**src/rtl/alu_seq_md.sv**
```systemverilog
// Sequential RV32I/RV32M execute unit: single-cycle basic ops plus a radix-2
// iterative multiply/divide engine, valid/ready on both sides, result held until taken.
module alu_seq_md #(
  parameter int WIDTH = 32,
  parameter int SHW   = 5
) (
  input  logic             clk,
  input  logic             reset,
  input  logic             in_valid,
  output logic             in_ready,
  input  logic [WIDTH-1:0] srcA,
  input  logic [WIDTH-1:0] srcB,
  input  logic [4:0]       ALUControl,
  output logic             out_valid,
  input  logic             out_ready,
  output logic [WIDTH-1:0] res,
  output logic             zero,
  output logic             busy
);

  localparam logic [4:0] OP_ADD   = 5'd0;
  localparam logic [4:0] OP_SUB   = 5'd1;
  localparam logic [4:0] OP_AND   = 5'd2;
  localparam logic [4:0] OP_OR    = 5'd3;
  localparam logic [4:0] OP_XOR   = 5'd4;
  localparam logic [4:0] OP_SLT   = 5'd5;
  localparam logic [4:0] OP_SLTU  = 5'd6;
  localparam logic [4:0] OP_SLL   = 5'd7;
  localparam logic [4:0] OP_SRL   = 5'd8;
  localparam logic [4:0] OP_SRA   = 5'd9;
  localparam logic [4:0] OP_MUL   = 5'd10;
  localparam logic [4:0] OP_MULH  = 5'd11;
  localparam logic [4:0] OP_MULHU = 5'd12;
  localparam logic [4:0] OP_DIV   = 5'd13;
  localparam logic [4:0] OP_DIVU  = 5'd14;
  localparam logic [4:0] OP_REM   = 5'd15;
  localparam logic [4:0] OP_REMU  = 5'd16;

  localparam logic [SHW:0] CNT_INIT = (SHW+1)'(WIDTH);
  localparam logic [SHW:0] CNT_LAST = (SHW+1)'(1);

  typedef enum logic [1:0] {IDLE, BUSY, DONE} state_t;

  state_t state_q, state_d;

  logic [SHW:0]     cnt_q;
  logic [4:0]       op_q;
  logic [WIDTH-1:0] mag_b_q;
  logic [WIDTH-1:0] src_a_q;
  logic [WIDTH-1:0] acc_hi_q;
  logic [WIDTH-1:0] acc_lo_q;
  logic             neg_q;
  logic             neg_rem_q;
  logic             div0_q;

  logic             accept;
  logic             last_step;
  logic             is_md_in;
  logic             signed_in;
  logic             sa_in;
  logic             sb_in;
  logic             is_div_q;

  logic [WIDTH:0]     mul_sum;
  logic [WIDTH-1:0]   mul_hi_n;
  logic [WIDTH-1:0]   mul_lo_n;
  logic [WIDTH:0]     div_sh;
  logic               div_ge;
  logic [WIDTH-1:0]   div_hi_n;
  logic [WIDTH-1:0]   div_lo_n;
  logic [2*WIDTH-1:0] prod;
  logic [WIDTH-1:0]   quo;
  logic [WIDTH-1:0]   rmd;
  logic [WIDTH-1:0]   md_res;
  logic [WIDTH-1:0]   basic_res;

  function automatic logic [WIDTH-1:0] basic_op(input logic [4:0] op,
                                                input logic [WIDTH-1:0] a,
                                                input logic [WIDTH-1:0] b);
    logic signed [WIDTH-1:0] sa;
    logic signed [WIDTH-1:0] sb;
    logic [SHW-1:0]          sh;
    logic [WIDTH-1:0]        r;
    sa = a;
    sb = b;
    sh = b[SHW-1:0];
    r  = '0;
    case (op)
      OP_ADD:  r = a + b;
      OP_SUB:  r = a - b;
      OP_AND:  r = a & b;
      OP_OR:   r = a | b;
      OP_XOR:  r = a ^ b;
      OP_SLT:  r = (sa < sb) ? WIDTH'(1) : '0;
      OP_SLTU: r = (a < b) ? WIDTH'(1) : '0;
      OP_SLL:  r = a << sh;
      OP_SRL:  r = a >> sh;
      OP_SRA:  r = sa >>> sh;
      default: r = '0;
    endcase
    return r;
  endfunction

  function automatic logic [WIDTH-1:0] cond_neg(input logic [WIDTH-1:0] x,
                                                input logic neg);
    return neg ? -x : x;
  endfunction

  function automatic logic [2*WIDTH-1:0] cond_neg_wide(input logic [2*WIDTH-1:0] x,
                                                       input logic neg);
    return neg ? -x : x;
  endfunction

  assign accept    = in_valid && (state_q == IDLE);
  assign last_step = (cnt_q == CNT_LAST);
  assign is_md_in  = (ALUControl >= OP_MUL) && (ALUControl <= OP_REMU);
  // Only MULH, DIV and REM interpret their operands as two's complement.
  assign signed_in = (ALUControl == OP_MULH) || (ALUControl == OP_DIV) ||
                     (ALUControl == OP_REM);
  assign sa_in     = signed_in && srcA[WIDTH-1];
  assign sb_in     = signed_in && srcB[WIDTH-1];
  assign is_div_q  = (op_q >= OP_DIV);
  assign basic_res = basic_op(ALUControl, srcA, srcB);

  // Iteration step: shift-add for multiply, restoring shift-subtract for divide
  always_comb begin
    mul_sum  = {1'b0, acc_hi_q} + (acc_lo_q[0] ? {1'b0, mag_b_q} : '0);
    mul_hi_n = mul_sum[WIDTH:1];
    mul_lo_n = {mul_sum[0], acc_lo_q[WIDTH-1:1]};
    div_sh   = {acc_hi_q, acc_lo_q[WIDTH-1]};
    div_ge   = (div_sh >= {1'b0, mag_b_q});
    div_hi_n = div_ge ? (div_sh[WIDTH-1:0] - mag_b_q) : div_sh[WIDTH-1:0];
    div_lo_n = {acc_lo_q[WIDTH-2:0], div_ge};
  end

  // Result fix-up on the final step: sign restore and divide-by-zero override
  always_comb begin
    prod = cond_neg_wide({mul_hi_n, mul_lo_n}, neg_q);
    quo  = div0_q ? '1 : cond_neg(div_lo_n, neg_q);
    rmd  = div0_q ? src_a_q : cond_neg(div_hi_n, neg_rem_q);
    case (op_q)
      OP_MUL:            md_res = prod[WIDTH-1:0];
      OP_MULH, OP_MULHU: md_res = prod[2*WIDTH-1:WIDTH];
      OP_DIV, OP_DIVU:   md_res = quo;
      OP_REM, OP_REMU:   md_res = rmd;
      default:           md_res = '0;
    endcase
  end

  always_comb begin
    state_d   = state_q;
    in_ready  = 1'b0;
    busy      = 1'b0;
    out_valid = 1'b0;
    case (state_q)
      IDLE: begin
        in_ready = 1'b1;
        if (in_valid) state_d = is_md_in ? BUSY : DONE;
      end
      BUSY: begin
        busy = 1'b1;
        if (last_step) state_d = DONE;
      end
      DONE: begin
        out_valid = 1'b1;
        if (out_ready) state_d = IDLE;
      end
      default: state_d = IDLE;
    endcase
  end

  always_ff @(posedge clk) begin
    if (reset) begin
      state_q <= IDLE;
      cnt_q   <= '0;
      res     <= '0;
      zero    <= 1'b0;
    end else begin
      state_q <= state_d;
      if (accept && is_md_in) begin
        cnt_q <= CNT_INIT;
      end else if (state_q == BUSY) begin
        cnt_q <= cnt_q - CNT_LAST;
      end
      if (accept && !is_md_in) begin
        res  <= basic_res;
        zero <= (basic_res == '0);
      end else if ((state_q == BUSY) && last_step) begin
        res  <= md_res;
        zero <= (md_res == '0);
      end
    end
  end

  // Engine operands: acc_lo starts as |A| (multiplier / dividend), acc_hi accumulates
  always_ff @(posedge clk) begin
    if (accept && is_md_in) begin
      op_q      <= ALUControl;
      mag_b_q   <= cond_neg(srcB, sb_in);
      src_a_q   <= srcA;
      div0_q    <= (srcB == '0);
      neg_q     <= sa_in ^ sb_in;
      neg_rem_q <= sa_in;
      acc_hi_q  <= '0;
      acc_lo_q  <= cond_neg(srcA, sa_in);
    end else if (state_q == BUSY) begin
      acc_hi_q <= is_div_q ? div_hi_n : mul_hi_n;
      acc_lo_q <= is_div_q ? div_lo_n : mul_lo_n;
    end
  end

endmodule

```
**config.mk**
```make
export PLATFORM = sky130hd
export DESIGN_NAME = alu_seq_md
export DESIGN_NICKNAME = d
export VERILOG_FILES = /design/src/rtl/alu_seq_md.sv
export SDC_FILE = /design/constraint.sdc
export NUM_CORES = 1
export LEC_CHECK = 0
export CAP_MARGIN = 30
export CORE_MARGIN = 10
export CORE_UTILIZATION = 50
export CTS_CLUSTER_DIAMETER = 80
export DETAILED_ROUTE_END_ITERATION = 7
export PLACE_DENSITY = 0.68
export RECOVER_POWER = 50
export SLEW_MARGIN = 30
export SYNTH_ARGS = -nofsm -noshare
export SYNTH_HDL_FRONTEND = slang
export SYNTH_SLANG_ARGS = --single-unit
```
**constraint.sdc**
```tcl
create_clock -name clk -period 13.8 [get_ports clk]
set_input_delay 2.76 -clock clk [delete_from_list [all_inputs] [get_ports clk]]
set_output_delay 2.76 -clock clk [all_outputs]
set_load 0.1 [all_outputs]
```
Word-level counts from Yosys, hierarchy flattened
Cells that the tools add are included.

Register bits: 177. Word-level logic and storage cells: 114. Input port bits: 73.

Bitwise logic cells: 4. Add/sub/neg operators: 10. Equal/unequal tests: 25. Shifts and indexed selects: 3. Reductions and logical operators: 22. Order comparisons: 6. Mux-type cells: 31.

Operators by type and width (count): 32-bit 2-to-1 mux (14); 32-bit one-hot mux with 10 select lines (1); 32-bit negator (4); 32-bit one-hot mux with 4 select lines (1); 32-bit zero test (3); 32-bit less-than comparator (2); 64-bit 2-to-1 mux (1); 64-bit negator (1); 32-bit subtractor (2); 5-bit by 4-bit == test with 1-bit output, second input constant (11); 32-bit by 32-bit adder with 33-bit output (1); 33-bit by 32-bit >= comparator with 1-bit output (1); 32-bit adder (1); 32-bit bitwise AND (1); 32-bit OR (1); 32-bit by 5-bit << shifter with 32-bit output (1); 32-bit by 5-bit >> shifter with 32-bit output (1); 32-bit by 5-bit >>> shifter with 32-bit output (1); 32-bit XOR (1); 5-bit by 3-bit == test with 1-bit output, second input constant (4); 6-bit 2-to-1 mux (2); 5-bit by 2-bit == test with 1-bit output, second input constant (2); 5-bit by 4-bit >= comparator with 1-bit output, second input constant (2); 2-bit 2-to-1 mux (4); other kinds (19) (38).

Longest topological paths before layout
Word-level depth: 9. Depth in mapped cells: 28. Depth with buffers taken out: 23.

Least setup slack after synthesis
Ideal clock, no wire load.

Path type: input to register. Start: in srcB[1]. End: reg zero. Slack: 5721 ps. Arrival time: 7984 ps. Path buffers: 4. Stages on the path: 20. Cell sequence: buf_1 -> clkinv_1 -> buf_1 -> buf_1 -> clkbuf_1 -> ha_1 -> o21ba_2 -> or4_1 -> a2111oi_0 -> o21bai_1 -> a221oi_1 -> o41ai_1 -> o31ai_1 -> o21ai_0 -> a21oi_1 -> nor2_1 -> or4b_2 -> nor4_1 -> nand4b_1 -> o311ai_1.

Word-level cells in the longest chain between the ends: 5. Elaborated cells on any way between the ends: 15.

RTL lines: from (decl) (RTL line 12) `input logic [WIDTH-1:0] srcB,`; 32-bit less-than comparator, on equally long branches (RTL line 95, 94); 1-bit 2-to-1 mux, on equally long branches (RTL line 95, 94); 32-bit one-hot mux with 10 select lines * (RTL line 88) `case (op)`; 32-bit zero test * (RTL line 187) `zero <= (basic_res == '0);`; 1-bit 2-to-1 mux * (RTL line 185) `if (accept && !is_md_in) begin`; to (signal assigned) (RTL line 187); to (signal assigned) (RTL line 190) `zero <= (md_res == '0);`; to (decl) (RTL line 17) `output logic zero,`.

Every way passes the cells marked *; elsewhere a longest branch is shown, timed or not. A chain may end at the register's enable or synchronous reset.

Worst setup path after layout
Start: in ALUControl[0]. End: reg acc_lo_q[0] (enable).

Word-level cells in the longest chain between the ends: 4. Elaborated cells on any way between the ends: 5.

RTL lines: from (decl) (RTL line 13) `input logic [4:0] ALUControl,`; 5-bit by 4-bit >= comparator with 1-bit output or 5-bit <= comparator (tied branches) (RTL line 116) `assign is_md_in = (ALUControl >= OP_MUL) && (ALUControl <= OP_REMU);`; 1-bit logical AND * (RTL line 116); 1-bit logical AND * (RTL line 197) `if (accept && is_md_in) begin`; 2-bit nonzero test (no source line) *; to (signal assigned) (RTL line 205) `acc_lo_q <= cond_neg(srcA, sa_in);`; to (signal assigned) (RTL line 208) `acc_lo_q <= is_div_q ? div_lo_n : mul_lo_n;`; to (decl) (RTL line 51) `logic [WIDTH-1:0] acc_lo_q;`.

Marks and branches as above.

==> metrics.md <==
| Metric | Value |
|---|---|
| Final setup viols | `0` |
| Antenna violations before repair | `5` |
| Post-synth top area share | `11.85%` |
| Drt pass-1 iters | `6` |
| Clk slew on worst S/H paths | `80 ps` |
| CP most frequent cell | `clkbuf_1` |
| Hold Path Class | `reg -> reg` |
| Syn Area/Cell | `7.429 um2` |
| Via density | `7.312` |
| Mapped Area | `26360 um2` |
| Root Buffer | `clkbuf_16` |
| Final Hold Vio Count | `0` |
| Die Footprint | `62300 um2` |
| Sequential area share after synthesis | `17.39%` |
| Synth async-reset ratio | `0%` |
| Period utilization | `69.14%` |
| # fillers | `5015` |
| Crit-path max FO | `50` |
| Worst-margin pin slew | `3605 ps` |
| Nets | `3727` |
| Crit-path max cell delay | `2640 ps` |
| Vias in the first global route | `28930` |
| Worst EP required | `13910 ps` |
| TNS Setup | `0 ps` |
| Kind of critical path | `in -> reg` |
| Min Hold Slack | `459.9 ps` |
| Pleak | `10.73 nW` |
| Syn nets | `3793` |
| Failing checks | `max-capacitance violations, max-slew violations` |
| Clock buffer depth | `2` |
| PortBufs | `108` |
| Skew-Pair Late Insertion Delay | `480 ps` |
| RSZ-0062 raised after global routing | `no` |
| CTS tree | `done` |
| Critical Path Start Type | `input pin` |
| # diodes | `0` |
| Multi-input gate area | `20150 um2` |
| Gpl congestion | `1.083` |
| Tmin final | `9541 ps` |
| Count leader, synth | `nand2_1` |
| EDFF count, synth | `104` |
| Setup Skew | `17.68 ps` |
| Max Fclk | `104.8 MHz` |
| DR WL/cell | `31.59 um` |
| Largest net degree at the start of global routing | `101` |
| DRC errors left | `0` |
| CTS-repair resized insts | `0` |
| Final Max Slew Viols | `182` |
| Synth Instances | `3548` |
| Most frequent cells after synthesis | `nand2_1 (349), nor2_1 (334), a21oi_1 (255)` |
| Antenna viol nets, final | `0` |
| CTS Sinks | `177` |
| Post-CTS Setup Repair Bufs | `0` |
| Yosys warns | `0` |
| GRT Total Usage | `40.15%` |
| Worst path slowest cell | `and2_0` |
| Hold-fix buffers at CTS | `0` |
| Initial Util | `50.36%` |
| # rows | `84` |
| Top post-synthesis cells by area | `edfxtp_1 (12%), ha_1 (8.0%), dfxtp_1 (5.5%)` |
| WP data arrival | `9650 ps` |
| Worst slack at placement | `5578 ps` |
| Cells along the critical path | `dlygate4sd3_1, clkbuf_1, or4b_2, o22ai_1, and2_0, nor2_2, clkbuf_1, inv_1, buf_4` |
| VDD IR-drop max | `0.09651 mV` |
| Core area | `52340 um2` |
| Htree depth | `4` |
| Sequential Area | `4584 um2` |
| Status | `finished with violations` |
| Ports | `109` |
| Number of buffers created by CTS | `17` |
| First-pass GRT wire length | `192.2 mm` |
| # Max-Cap Violations | `6` |
| Area grow syn2layout | `7.899%` |
| Ys flop type | `edfxtp_1` |
| Layout cells sized above 1 | `6.409%` |
| DIE WIDTH | `249.6 um` |
| Routed wire length | `132.2 mm` |
| Slew headroom | `-140.5%` |
| Total grt overflow | `0` |
| Vias | `30590` |
| Synth unique cells | `92` |
| Chip height | `249.6 um` |
| CP endpoint kind | `flop` |
| DRT iter0 DRCs | `4679` |
| Cell accounting for the most synthesized area | `edfxtp_1` |
| Register bit total from synthesis | `177` |
| Pwr per Cell Area | `115.1 nW/um2` |
| Hpwl dp | `101.8 mm` |
| Setup ws final | `4259 ps` |
## final cells by class
type / instances / share of cell area (%)
clock buffers: 18 / 1.509
clock inverters: 14 / 0.5763
inverters: 177 / 2.336
multi-input cells: 2915 / 70.86
flip-flops and latches: 177 / 16.12
well taps: 688 / 3.027
repair buffers: 194 / 5.569
## path summary, 6_finish.rpt
path	startpoint	to	slack (ps)	cells past startpoint
hold / removal	res[21]	res[21]	460	2
hold reg to reg	res[21]	res[21]	460	2
setup reg to reg	acc_hi_q[20]	zero	5970	23
setup / recovery	ALUControl[0]	acc_lo_q[0]	4260	9
## critical path: cells and delay by family
family	cells	cell delay, ps
AO/OA/AOI/OAI	1	290
buffers and inverters	5	2940
AND/OR/NAND/NOR	3	3540
## stage by stage
| step | util [%] | instances | instance area (um2) | power, mW |
|---|---|---|---|---|
| floorplan | - | 3548 | 26360 | 2.070 |
| global placement | 53.35 | 4150 | 27920 | 2.652 |
| detailed placement | 53.40 | 4150 | 27950 | 2.683 |
| CTS | 54.53 | 4182 | 28540 | 3.189 |
| global route | 54.34 | 4183 | 28440 | 3.412 |
| finish | 54.34 | 4183 | 28440 | 3.275 |
## metal layers
| metal | global-route usage, % | routed length [um] |
|---|---|---|
| met2 | 62.81 | 57880 |
| met3 | 9.885 | 14940 |
| met1 | 47.32 | 47920 |
| met5 | 0 | 17 |
| met4 | 29.18 | 11400 |
## placed cells by master, fill, tap and decap left out, drive strengths merged, types with 26 or more instances in the layout
master / count
inv: 179
mux2: 29
a21oi: 255
clkdlybuf4s50: 55
a31oi: 41
nand4: 47
xnor2: 150
nor4: 40
nor2: 334
or3: 43
a22oi: 32
nand2b: 39
o21a: 31
o211ai: 58
dlygate4sd3: 45
a21o: 40
a211oi: 59
edfxtp: 104
mux2i: 113
clkbuf: 50
nand2: 350
ha: 168
buf: 62
dfxtp: 73
mux4: 42
nand3: 61
and3: 32
a221oi: 50
o31ai: 46
nor3: 95
or4: 26
xor2: 58
o41ai: 27
o21ai: 250
## cells by family (layout without fill, tap and decap cells)
family	after synthesis	after routing	share of synthesized area [%]
adders and majority gates	172	172	8.278
xor gates and xnor gates	208	208	6.911
buffers and inverters	456	403	6.541
and+or+nand+nor	1175	1175	21.28
AOI/OAI and AO/OA	1176	1176	30.48
DFF	177	177	17.39
muxes	184	184	9.119
## sequential cells by signal, indices dropped and copies added (netlist names)
signal and cells:
state_q 2, src_a_q 32, zero 1, div0_q 1, op_q 5, mag_b_q 32, res 32, neg_q 1
neg_rem_q 1, acc_lo_q 32, acc_hi_q 32, cnt_q 6
## report_power, final
| group | internal [mW] | leakage (nW) | switching [mW] |
|---|---|---|---|
| Clock | 0.244 | 0.286 | 0.262 |
| Sequential | 0.618 | 1.55 | 0.0972 |
| Combinational | 0.671 | 8.89 | 1.38 |
No activity file was read; power rests on OpenSTA's default activity.
